[config.mk]
export PLATFORM = sky130hd
export DESIGN_NAME = tcm_sat_counter
export DESIGN_NICKNAME = d
export VERILOG_FILES = /design/src/rtl/tcm_sat_counter.sv
export SDC_FILE = /design/constraint.sdc
export NUM_CORES = 1
export LEC_CHECK = 0
export CAP_MARGIN = 20
export CORE_AREA = 2 2 39 41
export DETAILED_ROUTE_END_ITERATION = 6
export DIE_AREA = 0 0 41 43
export PLACE_DENSITY = 0.73
export SETUP_SLACK_MARGIN = 0.1
export SYNTH_ARGS = -nofsm -noshare
export SYNTH_HDL_FRONTEND = slang
export SYNTH_SLANG_ARGS = --single-unit
[constraint.sdc]
create_clock -name clk_i -period 1.7 [get_ports clk_i]
set_input_delay 0.34 -clock clk_i [delete_from_list [all_inputs] [get_ports clk_i]]
set_output_delay 0.34 -clock clk_i [all_outputs]
set_load 0.02 [all_outputs]
[src/rtl/tcm_sat_counter.sv]
// Saturating up-counter with synchronous clear; exposes its next value for
// same-cycle threshold checks.
module tcm_sat_counter #(
  parameter int unsigned W = 8
) (
  input  logic         clk_i,
  input  logic         rst_ni,
  input  logic         clr_i,
  input  logic         en_i,
  output logic [W-1:0] cnt_o,
  output logic [W-1:0] cnt_nxt_c_o
);

  logic [W-1:0] cnt_q, cnt_d;

  always_comb begin
    cnt_d = cnt_q;
    if (clr_i) begin
      cnt_d = '0;
    end else if (en_i && !(&cnt_q)) begin
      cnt_d = cnt_q + W'(1);
    end
  end

  always_ff @(posedge clk_i or negedge rst_ni) begin
    if (!rst_ni) cnt_q <= '0;
    else         cnt_q <= cnt_d;
  end

  assign cnt_o       = cnt_q;
  assign cnt_nxt_c_o = cnt_d;

endmodule

==> summary.txt, run 1 <==
Logic synthesis
  – Main flop type after synthesis: dfrtp_1
  – Avg Cell Area, Syn: 10.37 um^2
  – Register area share after synthesis: between 40% and 50%
  – Fraction of registers with async set/reset: 100.0%
  – Seq cells post-synth: 8
  – Ranking of synthesized cells by area: dfrtp_1 46%, a311oi_1 4.0%, and4_1 4.0%, a21oi_1 3.4%, a211oi_1 3.4%
  – Distinct cells, synth: 25
  – Synthesized Nets: 47
  – Post-Syn Area: 435.4 um^2
  – Number of synthesized flops with an enable pin: 0
  – Most frequent cell after synthesis: dfrtp_1
  – Synth warnings: 0
  – Post-synth top area share: a little under half
  – Cell taking the most area after synthesis: dfrtp_1
  – Cell count after synthesis: 42
  – Commonest cells post-synth: 8 x dfrtp_1, 3 x a21oi_1

STA
  – RSZ-0062 raised after global routing: true
  – Max Slew Vio Count: 0
  – Max-slew headroom: 74.35%
  – # setup viols final: 8
  – Final WS setup: -205.9 ps
  – Fmax: between 500 and 600 MHz
  – Clk_skew: around 2.6 ps
  – Worst-margin pin slew: 383.6 ps
  – Fin crit period: 1906 ps
  – Final Hold Viols: 0
  – Tcrit/Tclk final: 112.1%

Drt
  – DR vias: 549
  – Drt drc: 0
  – Iter 0 DRT Violations: 3
  – Final antenna-violating net count: 0
  – First-pass iteration count of the detailed router: 4
  – Routed wire length: 1580 um
  – Post-DR wirelength/cell: 15.34 um
  – Vias per cell: 5.330

Worst setup path
  – Required time of the critical path: 1360 ps
  – Worst-path fanout max: 3
  – CP startpoint kind: flop
  – Worst Path Buf+Inv: 2
  – Crit path capture type: output port
  – Crit path DAT: 1570 ps
  – CP Cell Sequence: ha_4, nand3_2, or2_4, buf_4, a31oi_4, buf_6
  – CP top delay family: flip-flops
  – Critical Path Slowest Stage Cell: dfrtp_2
  – Worst stage delay on the critical path: 400 ps
  – Kind of critical path: flop to output port

Placement
  – Placement Setup Slack: -838.6 ps
  – GP Congestion: 0.7474
  – DP Cell Count: 93
  – Dpl hpwl: between 1000 and 1500 um
  – PortBufs: 19

Final layout
  – Area taken by multi-input logic gates: approximately 360 um^2
  – Nets: 93
  – Max reg flops: 8
  – Layout cells sized above 1: between 60% and 70%
  – Sequential Area: ~210 um^2
  – FILL cells: 117
  – Synth-to-Final Area Change: 121.6%
  – Final cell count without fillers: roughly 100
  – # diodes: 0

Floorplanning
  – Die Area: 1763 um^2
  – CORE AREA: 1384 um^2
  – Die height: about 43 um
  – IO Pins: 20
  – Die W: between 40 and 50 um
  – Starting Density: 31.46%
  – Row count: 14

Clocking
  – Hold Buf Count CTS: 0
  – Clock sink count: 8
  – Htree depth: 1
  – Clk Latency, worst-skew pair: 260 ps
  – Max clock buf depth: 2
  – Num CTS Buffers: 3
  – TritonCTS clock tree: done
  – Clk slew on worst S/H paths: 60 ps
  – Root Buffer: clkbuf_4

Global route
  – Vias in the first global route: 568
  – Largest net degree at the start of global routing: 10
  – First-pass GRT wire length: 2580 um
  – Initial antenna violation count: 0
  – GR Util All Layers: 21.82%
  – GR Overflow Total: 0

Pwr
  – Max VDD drop: 0.0003319 V
  – Leakage dissipation: 0.4418 nW
  – P per Cell Area: 471.0 nW/um^2

Run status
  – Failing checks: negative setup slack
  – Run status: finished, violations left

Min path
  – Hold WC Path Type: input pin to asynchronous set/reset pin

Run
  – Max cap viols: 0
## final timing paths
| check | from | to | slack [ps] | cells past startpoint |
|---|---|---|---|---|
| worst max register to register | cnt_o[0] | cnt_o[6] | 340 | 6 |
| min in group clk_i | clr_i | cnt_o[7] | 610 | 2 |
| worst max-delay path | cnt_o[0] | cnt_nxt_c_o[3] | -210 | 6 |
| worst min-delay path | rst_ni | cnt_o[5] | 370 | 1 |
| max in group asynchronous | rst_ni | cnt_o[2] | 1030 | 1 |
| worst min register to register | cnt_o[3] | cnt_o[3] | 670 | 2 |
## kinds of logic (layout without fill, tap and decap cells)
family / count (synthesis) / after routing / share of synthesized area (%)
muxes: 2 / 2 / 4.885
adders and majority gates: 1 / 1 / 2.873
DFF: 8 / 8 / 45.98
buffers and inverters: 3 / 48 / 3.447
and+or+nand+nor: 15 / 15 / 21.84
AOI/OAI and AO/OA: 13 / 13 / 20.98
## per-layer routing
layer | vias to the layer above | track usage, % | wire length (um)
met4 | 0 | 9.333 | 28
li1 | 257 | - | -
met5 | - | 0 | 0
met3 | 2 | 3.141 | 81
met1 | 268 | 25.90 | 618
met2 | 22 | 36.56 | 851
## metrics by stage
step | power (mW) | util [%] | area [um^2] | hold slack [ps] | setup TNS [ps]
finish | 0.4544 | 69.71 | 964.7 | 368.1 | -1367
global route | 0.4808 | 69.71 | 964.7 | 388.3 | -1921
global placement | 0.2905 | 61.30 | 848.3 | 614.6 | -5348
floorplan | 0.2420 | - | 518.0 | 44.41 | 0
CTS | 0.4548 | 67.63 | 935.9 | 377.5 | -1600
detailed placement | 0.2913 | 61.30 | 848.3 | 629.9 | -5503
## power breakdown
group          leakage [nW]  switching (mW)  total, mW  internal [mW]
registers             0.102         0.00634      0.202          0.196
logic                 0.324          0.0428     0.0904         0.0477
clock network        0.0150          0.0714      0.162         0.0903
## repair_timing
action / in CTS / in global routing
buffers inserted: 4 / 2
setup endpoints to repair: 16 / 8
pin swaps: 6 / 6
gates resized for setup: 64 / 6
## cell type report
cell class / instances / area share [%]
Timing Repair Buffer: 43 / 36.58
Clock buffer: 4 / 2.724
Sequential cell: 8 / 21.40
Multi-Input combinational cell: 31 / 36.84
Tap cell: 16 / 2.075
Inverter: 1 / 0.3891
## cells in the final DEF (no fill, tap or decap), drive strengths merged
cell type	n
buf	32
dlygate4sd2	9
dfrtp	8
clkbuf	5
a21oi	3
nor3	2
nand4	2
a211oi	2
nand2b	2
nand3	2
and4	2
a31oi	2
a311oi	2
and3	1
nor4bb	1
a41oi	1
or2	1
inv	1
o21bai	1
o21a	1
mux2i	1
nor2b	1
nor2	1
mux2	1
a21boi	1
ha	1
clkdlybuf4s50	1
(Power assumes the default switching activity.)
==> inputs of run 2 (changes only) <==
CORE_AREA = unset   (was 2 2 39 41)
CORE_UTILIZATION = 25   (was unset)
CTS_BUF_LIST = sky130_fd_sc_hd__clkbuf_16   (was unset)
DIE_AREA = unset   (was 0 0 41 43)
PLACE_DENSITY = 0.6   (was 0.73)
==> summary.txt, run 2 (synthesis gave the netlist of run 1 again) <==
Run status
  – Run status: finished, violations left
  – Failing checks: design-rule violations, negative setup slack

Drt
  – Iter 0 DRT Violations: 5
  – WL met1: 629 um
  – Post-DR wirelength/cell: 15.67 um
  – Top sig layer: met4
  – DR vias: about 540
  – First-pass iteration count of the detailed router: 5
  – Metal3 WL: 103 um
  – Met2 WL: between 800 and 900 um
  – Routed wire length: 1598 um
  – Vias per cell: 5.333
  – Final antenna-violating net count: 0
  – Drt drc: 2

Final layout
  – Most frequent cells in the layout: 24 x buf_4, 10 x dlygate4sd2_1, 7 x buf_6, 5 x dfrtp_2
  – # diodes: 0
  – Final Instance Area: 1020 um^2
  – Layout cells sized above 1: 67.44%
  – Nets: 92
  – Synth-to-Final Area Change: 134.2%
  – Final cell count without fillers: 102
  – Commonest non-fill, non-tap cell in the layout: buf_4
  – Max reg flops: 8

STA
  – RSZ-0062 raised after global routing: true
  – Final WS setup: -193.8 ps
  – Clk_skew: 0.9813 ps
  – Fmax: 528.0 MHz
  – Tcrit/Tclk final: 111.4%
  – Worst Hold Slack: 405.3 ps
  – Max-slew headroom: 72.66%
  – Max Slew Vio Count: 0
  – Fin crit period: ~1900 ps
  – # setup viols final: 8
  – Worst-margin pin slew: 408.8 ps
  – Fin Setup TNS: -1111 ps
  – Final Hold Viols: 0

Min path
  – Hold WC Path Type: input pin to asynchronous set/reset pin

Pwr
  – Max VDD drop: 0.0005302 V
  – P per Cell Area: 698.9 nW/um^2
  – Leakage dissipation: 0.4729 nW

Placement
  – Post-DP Area: 818.3 um^2
  – PortBufs: 19
  – Dpl hpwl: approximately 1100 um
  – Placement Setup Slack: -820.0 ps
  – DP Cell Count: 89
  – GP Congestion: 0.8289

Clocking
  – Htree depth: 1
  – Num CTS Buffers: 3
  – TritonCTS clock tree: done
  – Root Buffer: clkbuf_16
  – Max clock buf depth: 2
  – Clk slew on worst S/H paths: 40 ps
  – Clk Latency, worst-skew pair: 240 ps
  – Hold Buf Count CTS: 0
  – Clock sink count: 8

Global route
  – Initial antenna violation count: 0
  – GR Overflow Total: 0
  – First-pass GRT wire length: around 2700 um
  – GR Util All Layers: 20.24%
  – Vias in the first global route: 550
  – Largest net degree at the start of global routing: 9

Floorplanning
  – Row count: 14
  – Die W: 43.74 um
  – Die height: 43.74 um
  – CORE AREA: 1559 um^2
  – Die Area: 1913 um^2
  – IO Pins: 20
  – Starting Density: between 20% and 30%

Worst setup path
  – CP Cell Sequence: buf_6, and4_4, buf_6, a311oi_4, buf_6
  – CP top delay family: flip-flops
  – FF-to-FF setup slack: 130 ps
  – Most Frequent Cell on Critical Path: buf_6
  – CP startpoint kind: flop
  – Critical Path Slowest Stage Cell: dfrtp_2
  – Required time of the critical path: 1360 ps
  – Worst-path fanout max: 4
  – Kind of critical path: flop to output port
  – Worst Path Buf+Inv: 3
  – Worst stage delay on the critical path: 420 ps
  – Crit path DAT: roughly 1600 ps
  – Crit path capture type: output port

Run
  – Max cap viols: 0
## run 2: cell types whose count changed in the layout (fill, tap and decap cells not counted), moves of 2 or more
cell and change:
clkbuf_4 -3, clkbuf_16 +3, buf_4 -3, buf_6 +2
## run 2: repair_timing
| action | in CTS | in global routing |
|---|---|---|
| resized for setup | 66 | 4 |
| setup buffers | 9 | 2 |
| pin swaps | 9 | 8 |
| setup endpoints to repair | 15 | 9 |
## run 2: area by class of cell
| cell class | count | area (um^2) |
|---|---|---|
| Multi-Input combinational cell | 31 | 354.1 |
| Inverter | 1 | 3.754 |
| Clock buffer | 3 | 75.07 |
| Tap cell | 16 | 20.02 |
| Fill cell | 128 | 539.3 |
| Timing Repair Buffer | 42 | 356.6 |
| Clock inverter | 1 | 3.754 |
| Sequential cell | 8 | 206.4 |
## run 2: per-stage QoR
step | total power, mW | utilization (%)
after floorplan | 0.2420 | -
after global placement | 0.2885 | 52.49
after detailed placement | 0.2899 | 52.49
after CTS | 0.7132 | 64.85
after global routing | 0.7359 | 65.41
final | 0.7127 | 65.41
## run 2: report_power, final
| group | switching, mW | internal (mW) | leakage [nW] |
|---|---|---|---|
| Combinational | 0.0446 | 0.0501 | 0.328 |
| Sequential | 0.00601 | 0.197 | 0.102 |
| Clock | 0.107 | 0.308 | 0.0423 |
## run 2: per-layer routing
metal,vias to the layer above,GRT usage [%]
met1,263,22.54
met4,0,5.625
li1,258,-
met5,-,0
met2,19,35.22
met3,4,8.333
## run 2: path summary, 6_finish.rpt
| check | startpoint | to | cells after the start |
|---|---|---|---|
| max | cnt_o[0] | cnt_nxt_c_o[5] | 5 |
| min | rst_ni | cnt_o[6] | 1 |
| max reg2reg | cnt_o[0] | cnt_o[3] | 8 |
| min reg2reg | cnt_o[3] | cnt_o[5] | 2 |
| max in group asynchronous | rst_ni | cnt_o[4] | 1 |
| min in group clk_i | clr_i | cnt_o[7] | 2 |
==> inputs of run 3 (changes only) <==
MAX_ROUTING_LAYER = met4   (was unset)
==> summary.txt, run 3 (synthesis gave the netlist of run 1 again) <==
Min path
  – Hold WC Path Type: input pin to asynchronous set/reset pin

Pwr
  – Leakage dissipation: roughly 0.47 nW
  – Max VDD drop: 0.0005302 V
  – Total design power: 0.7133 mW
  – P per Cell Area: 699.5 nW/um^2

Final layout
  – # diodes: 0
  – Most frequent cells in the layout: 24 x buf_4, 10 x dlygate4sd2_1, 7 x buf_6, 5 x dfrtp_2
  – Nets: 92
  – Commonest non-fill, non-tap cell in the layout: buf_4
  – Max reg flops: 8
  – Final cell count without fillers: 102
  – Final Instance Area: 1020 um^2
  – Synth-to-Final Area Change: 134.2%
  – Layout cells sized above 1: roughly 67%

Drt
  – Metal3 WL: ~110 um
  – DR vias: 543
  – WL met1: 633 um
  – Post-DR wirelength/cell: 15.70 um
  – Iter 0 DRT Violations: 4
  – Top sig layer: met4
  – Drt drc: 2
  – Routed wire length: 1601 um
  – Final antenna-violating net count: 0
  – First-pass iteration count of the detailed router: 5
  – Met2 WL: 829 um
  – Vias per cell: 5.324

Worst setup path
  – Crit path DAT: 1560 ps
  – Kind of critical path: flop to output port
  – Crit path capture type: output port
  – Worst-path fanout max: 4
  – CP startpoint kind: flop
  – Worst R2R End: cnt_o[3]
  – FF-to-FF Start: cnt_o[0]
  – Worst R2R Path Depth: 8
  – FF-to-FF setup slack: about 130 ps
  – Required time of the critical path: 1360 ps

Placement
  – Post-DP Area: between 800 and 900 um^2
  – GP Congestion: 0.8415
  – Placement Setup Slack: -820.0 ps
  – DP Cell Count: a little under 90
  – PortBufs: 19
  – Dpl hpwl: 1057 um

STA
  – Worst Hold Slack: 404.7 ps
  – Tcrit/Tclk final: 111.5%
  – Fmax: 527.6 MHz
  – Fin crit period: 1895 ps
  – Max-slew headroom: approximately 73%
  – Max Slew Vio Count: 0
  – # setup viols final: 8
  – Worst-margin pin slew: around 410 ps
  – Final Hold Viols: 0
  – Final WS setup: -195.3 ps
  – Clk_skew: 0.8042 ps
  – RSZ-0062 raised after global routing: true

Clocking
  – Max clock buf depth: 2
  – Num CTS Buffers: 3
  – Htree depth: 1
  – TritonCTS clock tree: done
  – Hold Buf Count CTS: 0
  – Clock sink count: 8
  – Root Buffer: clkbuf_16
  – Clk Latency, worst-skew pair: roughly 240 ps
  – Clk slew on worst S/H paths: 40 ps

Floorplanning
  – Die W: about 44 um
  – Die Area: 1913 um^2
  – Starting Density: between 20% and 30%
  – CORE AREA: 1559 um^2
  – Row count: 14
  – Die height: 43.74 um
  – IO Pins: 20

Run
  – Max cap viols: 0

Global route
  – Vias in the first global route: ~550
  – GR Util All Layers: a little over a fifth
  – First-pass GRT wire length: between 2000 and 3000 um
  – GR Overflow Total: 0
  – Initial antenna violation count: 0
  – Largest net degree at the start of global routing: 9

Run status
  – Failing checks: design-rule violations, negative setup slack
  – Run status: finished, violations left
[run 3: cell counts in the layout (fill, tap and decap cells not counted)]
No cell type changed its count.
[run 3: how the worst max path moves through the flow]
stage / startpoint / to
after floorplan: cnt_o[1] / cnt_nxt_c_o[5]
after global placement: en_i / cnt_nxt_c_o[5]
after detailed placement: en_i / cnt_nxt_c_o[5]
after CTS: cnt_o[0] / cnt_nxt_c_o[5]
after global routing: cnt_o[0] / cnt_nxt_c_o[5]
final: cnt_o[0] / cnt_nxt_c_o[5]
[run 3: stage by stage]
stage | TNS, ps | utilization (%)
after floorplan | 0 | -
after global placement | -5469 | 52.49
after detailed placement | -5633 | 52.49
after CTS | -1185 | 64.85
after global routing | -1475 | 65.41
final | -1123 | 65.41
[run 3: layout make-up]
cell class / count / area, um^2
clock buffers: 3 / 75.07
multi-input cells: 31 / 354.1
flip-flops and latches: 8 / 206.4
clock inverters: 1 / 3.754
well taps: 16 / 20.02
repair buffers: 42 / 356.6
fillers: 128 / 539.3
inverters: 1 / 3.754
[run 3: repair_timing]
| item | CTS | global route |
|---|---|---|
| setup buffers | 9 | 2 |
| hold endpoints to repair | 0 | 0 |
| setup endpoints to repair | 15 | 9 |
| cloned | 0 | 0 |
| pin swaps | 9 | 8 |
| gates resized for setup | 66 | 4 |
[run 3: layer usage]
metal  vias up  global-route usage [%]
met5         -                       -
met4         0                   5.625
met3         4                   8.333
met2        19                   35.22
met1       264                   22.54
li1        256                       -
[run 3: critical path: stages (launching register included)]
cell	delay [ps]
dfrtp_2	420
buf_6	120
and4_4	180
buf_6	130
a311oi_4	300
buf_6	160
[run 3: where the power goes]
part	leakage [nW]	switching, mW	internal (mW)	total, mW
Combinational	0.328	0.0445	0.0501	0.0947
Clock	0.0423	0.108	0.308	0.416
Sequential	0.102	0.00601	0.197	0.203
